<file path="config.mk">
export PLATFORM = sky130hd
export DESIGN_NAME = sha256_avalon_master
export DESIGN_NICKNAME = d
export VERILOG_FILES = /design/src/rtl/sha256_avalon_pkg.sv /design/src/rtl/sha256_av_xfer.sv /design/src/rtl/sha256_avalon_master.sv
export SDC_FILE = /design/constraint.sdc
export NUM_CORES = 1
export LEC_CHECK = 0
export CAP_MARGIN = 20
export CORE_MARGIN = 2
export CORE_UTILIZATION = 54
export CTS_BUF_LIST = sky130_fd_sc_hd__clkbuf_16
export DETAILED_ROUTE_END_ITERATION = 7
export GPL_TIMING_DRIVEN = 0
export PLACE_DENSITY = 0.74
export SETUP_SLACK_MARGIN = 0.3
export SLEW_MARGIN = 30
export SYNTH_ARGS = -nofsm -noshare
export SYNTH_HDL_FRONTEND = slang
export SYNTH_SLANG_ARGS = --single-unit
</file>
<file path="constraint.sdc">
create_clock -name clk -period 3.6 [get_ports clk]
set_clock_uncertainty 0.1 [all_clocks]
set_input_delay 0.54 -clock clk [delete_from_list [all_inputs] [get_ports clk]]
set_output_delay 0.54 -clock clk [all_outputs]
set_load 0.05 [all_outputs]
</file>
<file path="src/rtl/sha256_avalon_pkg.sv">
// Shared encodings and default address map for the SHA-256 Avalon initiator.
package sha256_avalon_pkg;

  typedef logic [2:0] state_t;

  localparam state_t ST_IDLE  = 3'd0;
  localparam state_t ST_LOAD  = 3'd1;
  localparam state_t ST_CMD   = 3'd2;
  localparam state_t ST_POLL  = 3'd3;
  localparam state_t ST_FETCH = 3'd4;
  localparam state_t ST_FIN   = 3'd5;
  localparam state_t ST_GAP   = 3'd6;

  localparam logic [11:0] MSG_BASE  = 12'h000;
  localparam logic [11:0] DIG_BASE  = 12'h010;
  localparam logic [11:0] CMD_ADDR  = 12'hFC0;
  localparam logic [31:0] CMD_START = 32'h0000_0001;

  localparam int STATUS_DONE_BIT = 0;

endpackage

</file>
<file path="src/rtl/sha256_av_xfer.sv">
// Single Avalon-MM transfer engine: registers one request, holds it through
// slave stalls, acknowledges in the completion cycle, then forces one idle GAP cycle.
module sha256_av_xfer
  import sha256_avalon_pkg::*;
(
  input  logic        clk,
  input  logic        reset,
  input  logic        req,
  input  logic        rd_nwr,
  input  logic [13:0] addr,
  input  logic [31:0] wdata,
  output logic        ack,
  output logic [31:0] rdata,
  output logic [1:0]  resp,
  output logic [13:0] av_address,
  output logic        av_read,
  output logic        av_write,
  output logic [31:0] av_writedata,
  input  logic [31:0] av_readdata,
  input  logic        av_waitrequest_n,
  input  logic [1:0]  av_response
);

  // Reuses the shared IDLE/GAP encodings; 3'd7 is free for an outstanding transfer.
  localparam state_t XF_ACTIVE = 3'd7;

  state_t phase;

  assign ack   = (phase == XF_ACTIVE) && av_waitrequest_n;
  assign rdata = av_readdata;

  // NOTE: sequential state uses non-blocking (<=) so every flop samples pre-edge values.
  always_ff @(posedge clk) begin
    if (reset) begin
      phase        <= ST_IDLE;
      av_address   <= '0;
      av_read      <= 1'b0;
      av_write     <= 1'b0;
      av_writedata <= '0;
      resp         <= '0;
    end else begin
      case (phase)
        ST_IDLE, ST_GAP: begin
          if (req) begin
            phase        <= XF_ACTIVE;
            av_address   <= addr;
            av_read      <= rd_nwr;
            av_write     <= !rd_nwr;
            av_writedata <= wdata;
          end else begin
            phase <= ST_IDLE;
          end
        end
        XF_ACTIVE: begin
          if (av_waitrequest_n) begin
            phase    <= ST_GAP;
            av_read  <= 1'b0;
            av_write <= 1'b0;
            resp     <= av_response;
          end
        end
        default: phase <= ST_IDLE;
      endcase
    end
  end

endmodule

</file>
<file path="src/rtl/sha256_avalon_master.sv">
// Sequencer that loads a message block into the SHA-256 core, starts it, polls
// for done and fetches the digest. Optional bus lock: define SHA_LOCK_EN.
module sha256_avalon_master #(
  parameter logic [11:0] MSG_BASE   = sha256_avalon_pkg::MSG_BASE,
  parameter logic [11:0] DIG_BASE   = sha256_avalon_pkg::DIG_BASE,
  parameter logic [11:0] CMD_ADDR   = sha256_avalon_pkg::CMD_ADDR,
  parameter logic [31:0] CMD_START  = sha256_avalon_pkg::CMD_START,
  parameter int          POLL_LIMIT = 1024
) (
  input  logic        clk,
  input  logic        reset,
  input  logic        start,
  input  logic        msg_wr_en,
  input  logic [3:0]  msg_wr_addr,
  input  logic [31:0] msg_wr_data,
  input  logic [2:0]  dig_rd_addr,
  output logic [31:0] dig_rd_data,
  output logic        busy,
  output logic        done,
  output logic        timeout_err,
  output logic [13:0] av_address,
  output logic        av_read,
  output logic        av_write,
  output logic [31:0] av_writedata,
  output logic        av_lock,
  input  logic [31:0] av_readdata,
  input  logic        av_waitrequest_n,
  input  logic [1:0]  av_response
);
  import sha256_avalon_pkg::*;

  localparam int PW = $clog2(POLL_LIMIT + 1);

  state_t        state;
  logic [3:0]    idx;
  logic [PW-1:0] poll_cnt;
  logic [31:0]   msg [16];
  logic [31:0]   dig [8];

  logic          req;
  logic          rd_nwr;
  logic [13:0]   addr;
  logic [31:0]   wdata;
  logic          ack;
  logic [31:0]   rdata;
  logic [1:0]    resp;
  logic          poll_last;
  logic          seq_end;

  // Slave response is recorded by the engine but has no effect on sequencing.
  logic unused_resp;
  assign unused_resp = ^resp;

  // NOTE: every always_comb output gets a default first so no path can infer a latch.
  always_comb begin
    req    = 1'b0;
    rd_nwr = 1'b0;
    addr   = '0;
    wdata  = '0;
    case (state)
      ST_LOAD: begin
        req   = 1'b1;
        addr  = {2'b00, MSG_BASE + {8'h00, idx}};
        wdata = msg[idx];
      end
      ST_CMD: begin
        req   = 1'b1;
        addr  = {2'b00, CMD_ADDR};
        wdata = CMD_START;
      end
      ST_POLL: begin
        req    = 1'b1;
        rd_nwr = 1'b1;
        addr   = {2'b00, CMD_ADDR};
      end
      ST_FETCH: begin
        req    = 1'b1;
        rd_nwr = 1'b1;
        addr   = {2'b00, DIG_BASE + {9'h000, idx[2:0]}};
      end
      default: ;
    endcase
  end

  assign poll_last = (poll_cnt == PW'(POLL_LIMIT - 1));
  assign seq_end   = ack && (((state == ST_POLL) && !rdata[STATUS_DONE_BIT] && poll_last) ||
                             ((state == ST_FETCH) && (idx == 4'd7)));

  sha256_av_xfer u_xfer (
    .clk              (clk),
    .reset            (reset),
    .req              (req),
    .rd_nwr           (rd_nwr),
    .addr             (addr),
    .wdata            (wdata),
    .ack              (ack),
    .rdata            (rdata),
    .resp             (resp),
    .av_address       (av_address),
    .av_read          (av_read),
    .av_write         (av_write),
    .av_writedata     (av_writedata),
    .av_readdata      (av_readdata),
    .av_waitrequest_n (av_waitrequest_n),
    .av_response      (av_response)
  );

  always_ff @(posedge clk) begin
    if (reset) begin
      state       <= ST_IDLE;
      idx         <= '0;
      poll_cnt    <= '0;
      timeout_err <= 1'b0;
      for (int i = 0; i < 8; i++) dig[i] <= '0;
    end else begin
      case (state)
        ST_IDLE: begin
          if (start) begin
            state       <= ST_LOAD;
            idx         <= '0;
            timeout_err <= 1'b0;
          end
        end
        ST_LOAD: begin
          if (ack) begin
            if (idx == 4'd15) state <= ST_CMD;
            idx <= idx + 4'd1;
          end
        end
        ST_CMD: begin
          if (ack) begin
            state    <= ST_POLL;
            poll_cnt <= '0;
          end
        end
        ST_POLL: begin
          if (ack) begin
            if (rdata[STATUS_DONE_BIT]) begin
              state <= ST_FETCH;
              idx   <= '0;
            end else if (poll_last) begin
              timeout_err <= 1'b1;
              state       <= ST_FIN;
            end else begin
              poll_cnt <= poll_cnt + PW'(1);
            end
          end
        end
        ST_FETCH: begin
          if (ack) begin
            dig[idx[2:0]] <= rdata;
            if (idx == 4'd7) state <= ST_FIN;
            idx <= idx + 4'd1;
          end
        end
        ST_FIN:  state <= ST_IDLE;
        default: state <= ST_IDLE;
      endcase
    end
  end

  // NOTE: the message buffer is plain storage with no reset, so it can map to RAM.
  always_ff @(posedge clk) begin
    if (msg_wr_en) msg[msg_wr_addr] <= msg_wr_data;
  end

  assign dig_rd_data = dig[dig_rd_addr];
  assign busy        = (state != ST_IDLE);
  assign done        = (state == ST_FIN);

`ifdef SHA_LOCK_EN
  // Rises with the first LOAD write and drops on the edge that enters FIN.
  logic lock_q;
  always_ff @(posedge clk) begin
    if (reset) lock_q <= 1'b0;
    else       lock_q <= (state inside {ST_LOAD, ST_CMD, ST_POLL, ST_FETCH}) && !seq_end;
  end
  assign av_lock = lock_q;
`else
  assign av_lock = 1'b0;
`endif

endmodule

</file>
Word level (Yosys, flattened, before mapping):

Memory sizes are Yosys's and may differ from the RTL's. A register that Yosys moved wholly into a read port is not among the register bits.
Index checks and enable logic that the tools add are counted.

* memories kept: 2
* bits of input ports: 78
* memory bits (writable): 768
* logic and storage cells: 110
* bits in registers: 70

Memory list
* msg: words 16, width 32, rd ports 1, clocked after memory_dff 1, write ports 1, RTL line sha256_avalon_master.sv:37 `logic [31:0] msg [16];`
* dig: words 8, width 32, rd ports 1, clocked after memory_dff 0, write ports 8, RTL line sha256_avalon_master.sv:38 `logic [31:0] dig [8];`

* equality and inequality tests: 25
* $add $sub $neg: 3
* multiplexer cells: 50
* reductions and logical operators: 21

Operators with widths (count)
* $pmux W32 S2: 1
* $mux W11: 4
* $mux W3: 12
* $pmux W12 S3: 1
* $mux W32: 1
* $reduce_or A32 Y1: 1
* $mux W4: 6
* $ne A2 B2 Y1 const B: 12
* $pmux W11 S2: 1
* $mux W1: 18
* $pmux W3 S5: 1
* $reduce_and A5 Y1: 3
* $eq A3 B3 Y1 const B: 4
* $pmux W4 S3: 1
* $add A11 B1 Y11 const B: 1
* $eq A11 B10 Y1 const B: 1
* $reduce_and A8 Y1: 1
* $reduce_or A2 Y1: 4
* $add A5 B3 Y6 const A: 1
* $eq A3 B2 Y1 const B: 2
* $logic_not A3 Y1: 2
* $pmux W1 S2: 3
* $pmux W3 S2: 1
* $reduce_bool A2 Y1: 3
* 12 further kinds: 14

Depth between registers and ports, before layout:

* depth in word-level cells: 8
* depth in mapped cells: 7

Cells and area by module:

A second synthesis with hierarchy kept.

* cells, all modules: 1894
* area, all modules: 34091.4 µm²

By module, submodules not included
* sha256_avalon_master: times used 1, area an instance 32012.0 µm², cells an instance 1638, seq. area each 23522.6 µm²
* sha256_av_xfer: times used 1, area an instance 2079.5 µm², cells an instance 256, seq. area each 1041.0 µm²

Worst setup path before layout:

No wires, ideal clock.

* path kind: input-to-reg
* from: input port msg_wr_addr[3]
* to: memory msg[0][0], enable pin
* path slack: -220 ps
* data arrival time: 3259 ps
* data required time: 3039 ps
* cell stages on the path: 2
* cells stage by stage: or3b_2 nor3_1

RTL lines
* start: declaration: RTL line sha256_avalon_master.sv:14 `input logic [3:0] msg_wr_addr,`
* end: declaration: RTL line sha256_avalon_master.sv:37

No word-level cell before the write port.

Final worst setup path:

* from: input port dig_rd_addr[0]
* to: output port dig_rd_data[1]

* longest elaborated chain between the ends: 1

RTL lines
* start: declaration: RTL line sha256_avalon_master.sv:16 `input logic [2:0] dig_rd_addr,`
* $mem_v2 Z8 W32
* end: declaration: RTL line sha256_avalon_master.sv:17 `output logic [31:0] dig_rd_data,`

Every way passes these cells.

==> impl_metrics.toml <==
[floorplan]
rows = 90
core_area_um2 = 60600
die_w_um = 252
start_util_pct = 54.8
dieArea_um2 = 63500
die_h_um = 252
num_io_pins = 162

[global_route]
grt_max_degree = 33
grt_use_total_pct = 25.0
grt_pass1_vias = 18600
grt_pass1_wl_um = 116000
antenna_found_initial = 4
overflow = 0

[setup_path]
required_ps = 2960
cp_data_arrival_time_ps = 2470
critPathKind = "in -> out"
r2r_slack_ps = 500
r2r_end = "u_xfer.av_writedata[16]$_SDFFE_PP0P_"
endpoint_kind = "primary output"
path_max_fanout = 10
crit_start = "dig_rd_addr[0]"
r2r_cells = 5
startpoint_type = "input port"

[timing]
fin_crit_sh_pct = 86.3
finalHoldViolCount = 0
finalWorstPathRequiredPeriod_ps = 3110
slew_violations = 0
tightestPinTransition_ps = 994
relSlewSlack_pct = 33.7
max_freq_mhz = 322
finalSetupTns_ps = 0
grt_setup_unrepaired = "false"
fin_ws_ps = 494
hold_slack_ps = 361
finalSetupViolCount = 0

[final_layout]
fin_cells = 2865
final_common_cell = "edfxtp_1"
area_growth_pct = 18.7
mostFrequentLayoutCells = "edfxtp_1 (768), and2_1 (257), mux4_2 (191)"
final_area_um2 = 39400
fin_util_pct = 65.1
nFillCells = 4045
final_nets = 2089
drive_gt1_share_pct = 22.7

[placed_design]
dpl_cell_area_um2 = 36600
numPortBuffers = 152
dp_slack_ps = -190
hpwlAfterDp_um = 48500
dpl.cell_count = 2703
gp_congestion = 0.830

[routing]
vias = 17800
viasPerCell = 6.20
ant_nets = 0
drc_errors = 0
finalWirelength_um = 78000
drt_iter0_drc = 1903
wire_per_inst_um = 27.2
firstDrtPassIters = 8

[hold_path]
hold_path.class = "reg -> reg"
min_path_cells = 2
whs_endpoint = "u_xfer.av_address[2]$_SDFFE_PP0P_"
holdCritStartpoint = "u_xfer.av_address[2]$_SDFFE_PP0P_"

[status]
status = "finished clean"

[clock_tree]
cts_buffers = 86
cts_root_buf = "clkbuf_16"
cts_tree = "built"
clockBufferDepth = 3
cts_max_level = 3
ctsHoldBuffers = 0
clk_pin_slew_ps = 60
insertion_delay_ps = 640
cts.sinks = 833

[logic_synthesis]
ys_seq_area_share_pct = 73.3
yosysUniqueCellTypes = 61
synth.avg_cell_area_um2 = 19.2
async_flop_share_pct = 0
synthFlopType = "edfxtp_1"
syn_area_um2 = 33200
synth-seq-cells = 833
synth_cells = 1730
synth-edff-count = 768
yosysWarnings = 0

[job]
max_cap_viol_count = 0

[power_and_ir_drop]
vdd_drop_max_uv = 454
total_power_mw = 20.9
leakage_nw = 13.0
power.density_nw_per_um2 = 531
## kinds of logic after synthesis
group	count (synthesis)	share of synthesized area [%]
multiplexers	257	15.1
flip-flops	833	73.3
XOR/XNOR	1	0.0264
adder cells (fa/ha/maj)	2	0.0753
buffers and inverters	121	1.62
AO/OA/AOI/OAI	121	2.58
other	1	0.0113
AND/OR/NAND/NOR	394	7.30
## worst max path at each step
stage,to,cells after the start
2_1_floorplan,msg[3][0]$_DFFE_PP_,2
3_3_place_gp,msg[1][4]$_DFFE_PP_,3
3_5_place_dp,dig_rd_data[1],5
4_1_cts,dig_rd_data[1],5
5_1_grt,done,5
6_report,dig_rd_data[1],5
## routing by layer
metal	wire length, um	up-vias	global-route usage [%]
li1	-	7536	-
met1	29200	9188	32.5
met2	40500	874	43.3
met3	6050	158	4.32
met4	2180	6	7.79
met5	42	-	0
## worst max-delay path, cell delays in order
cell           delay (ps)
clkbuf_2              290
buf_4                 320
mux4_2                530
mux2_2                330
dlygate4sd2_1         440
## area by class of cell
class                   count  area (um2)  area share (%)
diodes                      1        2.50         0.00635
inverters                   6        22.5          0.0571
clock buffers              86        2150            5.46
flip-flops and latches    833       24400            61.8
repair buffers            188        2220            5.64
multi-input cells         779        8490            21.5
well taps                 782         978            2.48
plain buffers             115         542            1.37
clock inverters            75         659            1.67
## Yosys cell counts (all sizes together), types with 2 or more instances
| master | instances | area share (%) |
|---|---|---|
| mux4 | 191 | 13 |
| a22oi | 4 | 0.090 |
| nand3b | 6 | 0.14 |
| or2 | 8 | 0.15 |
| nand2b | 3 | 0.056 |
| nor4 | 4 | 0.11 |
| a21oi | 21 | 0.32 |
| nand2 | 19 | 0.21 |
| nor4b | 3 | 0.12 |
| inv | 6 | 0.068 |
| buf | 50 | 0.82 |
| nor3b | 2 | 0.045 |
| clkbuf | 65 | 0.73 |
| nand4 | 4 | 0.075 |
| and4 | 3 | 0.079 |
| o211ai | 3 | 0.068 |
| dfxtp | 65 | 3.9 |
| and2 | 257 | 4.8 |
| a222oi | 30 | 0.90 |
| and4b | 2 | 0.060 |
| a31oi | 4 | 0.075 |
| and3 | 2 | 0.038 |
| nor3 | 11 | 0.21 |
| o31ai | 9 | 0.20 |
| mux2i | 34 | 1.0 |
| or4 | 10 | 0.23 |
| nor2 | 28 | 0.32 |
| mux2 | 32 | 1.1 |
| ha | 2 | 0.075 |
| nand3 | 20 | 0.32 |
| nor2b | 2 | 0.038 |
| or3 | 4 | 0.075 |
| a211o | 2 | 0.053 |
| o21ai | 39 | 0.59 |
| edfxtp | 768 | 69 |
## state kept, by name, summed over array words and instances (netlist names), named ones only
register,count
idx,4
u_xfer.av_read,1
dig,256
u_xfer.phase,2
u_xfer.av_address,6
timeout_err,1
u_xfer.av_write,1
msg,512
state,3
poll_cnt,11
u_xfer.av_writedata,32
## report_power, final
part	internal [mW]	switching, mW
clock	4.98	3.78
sequential	10.8	0.0874
combinational	0.454	0.813
total	16.2	4.68
## repair_timing
action,in CTS,in global routing
endpoints found under the setup margin,33,0
gates resized for setup,47,0
buffers inserted,0,0
Note: power is estimated with default switching activity, not from simulation.
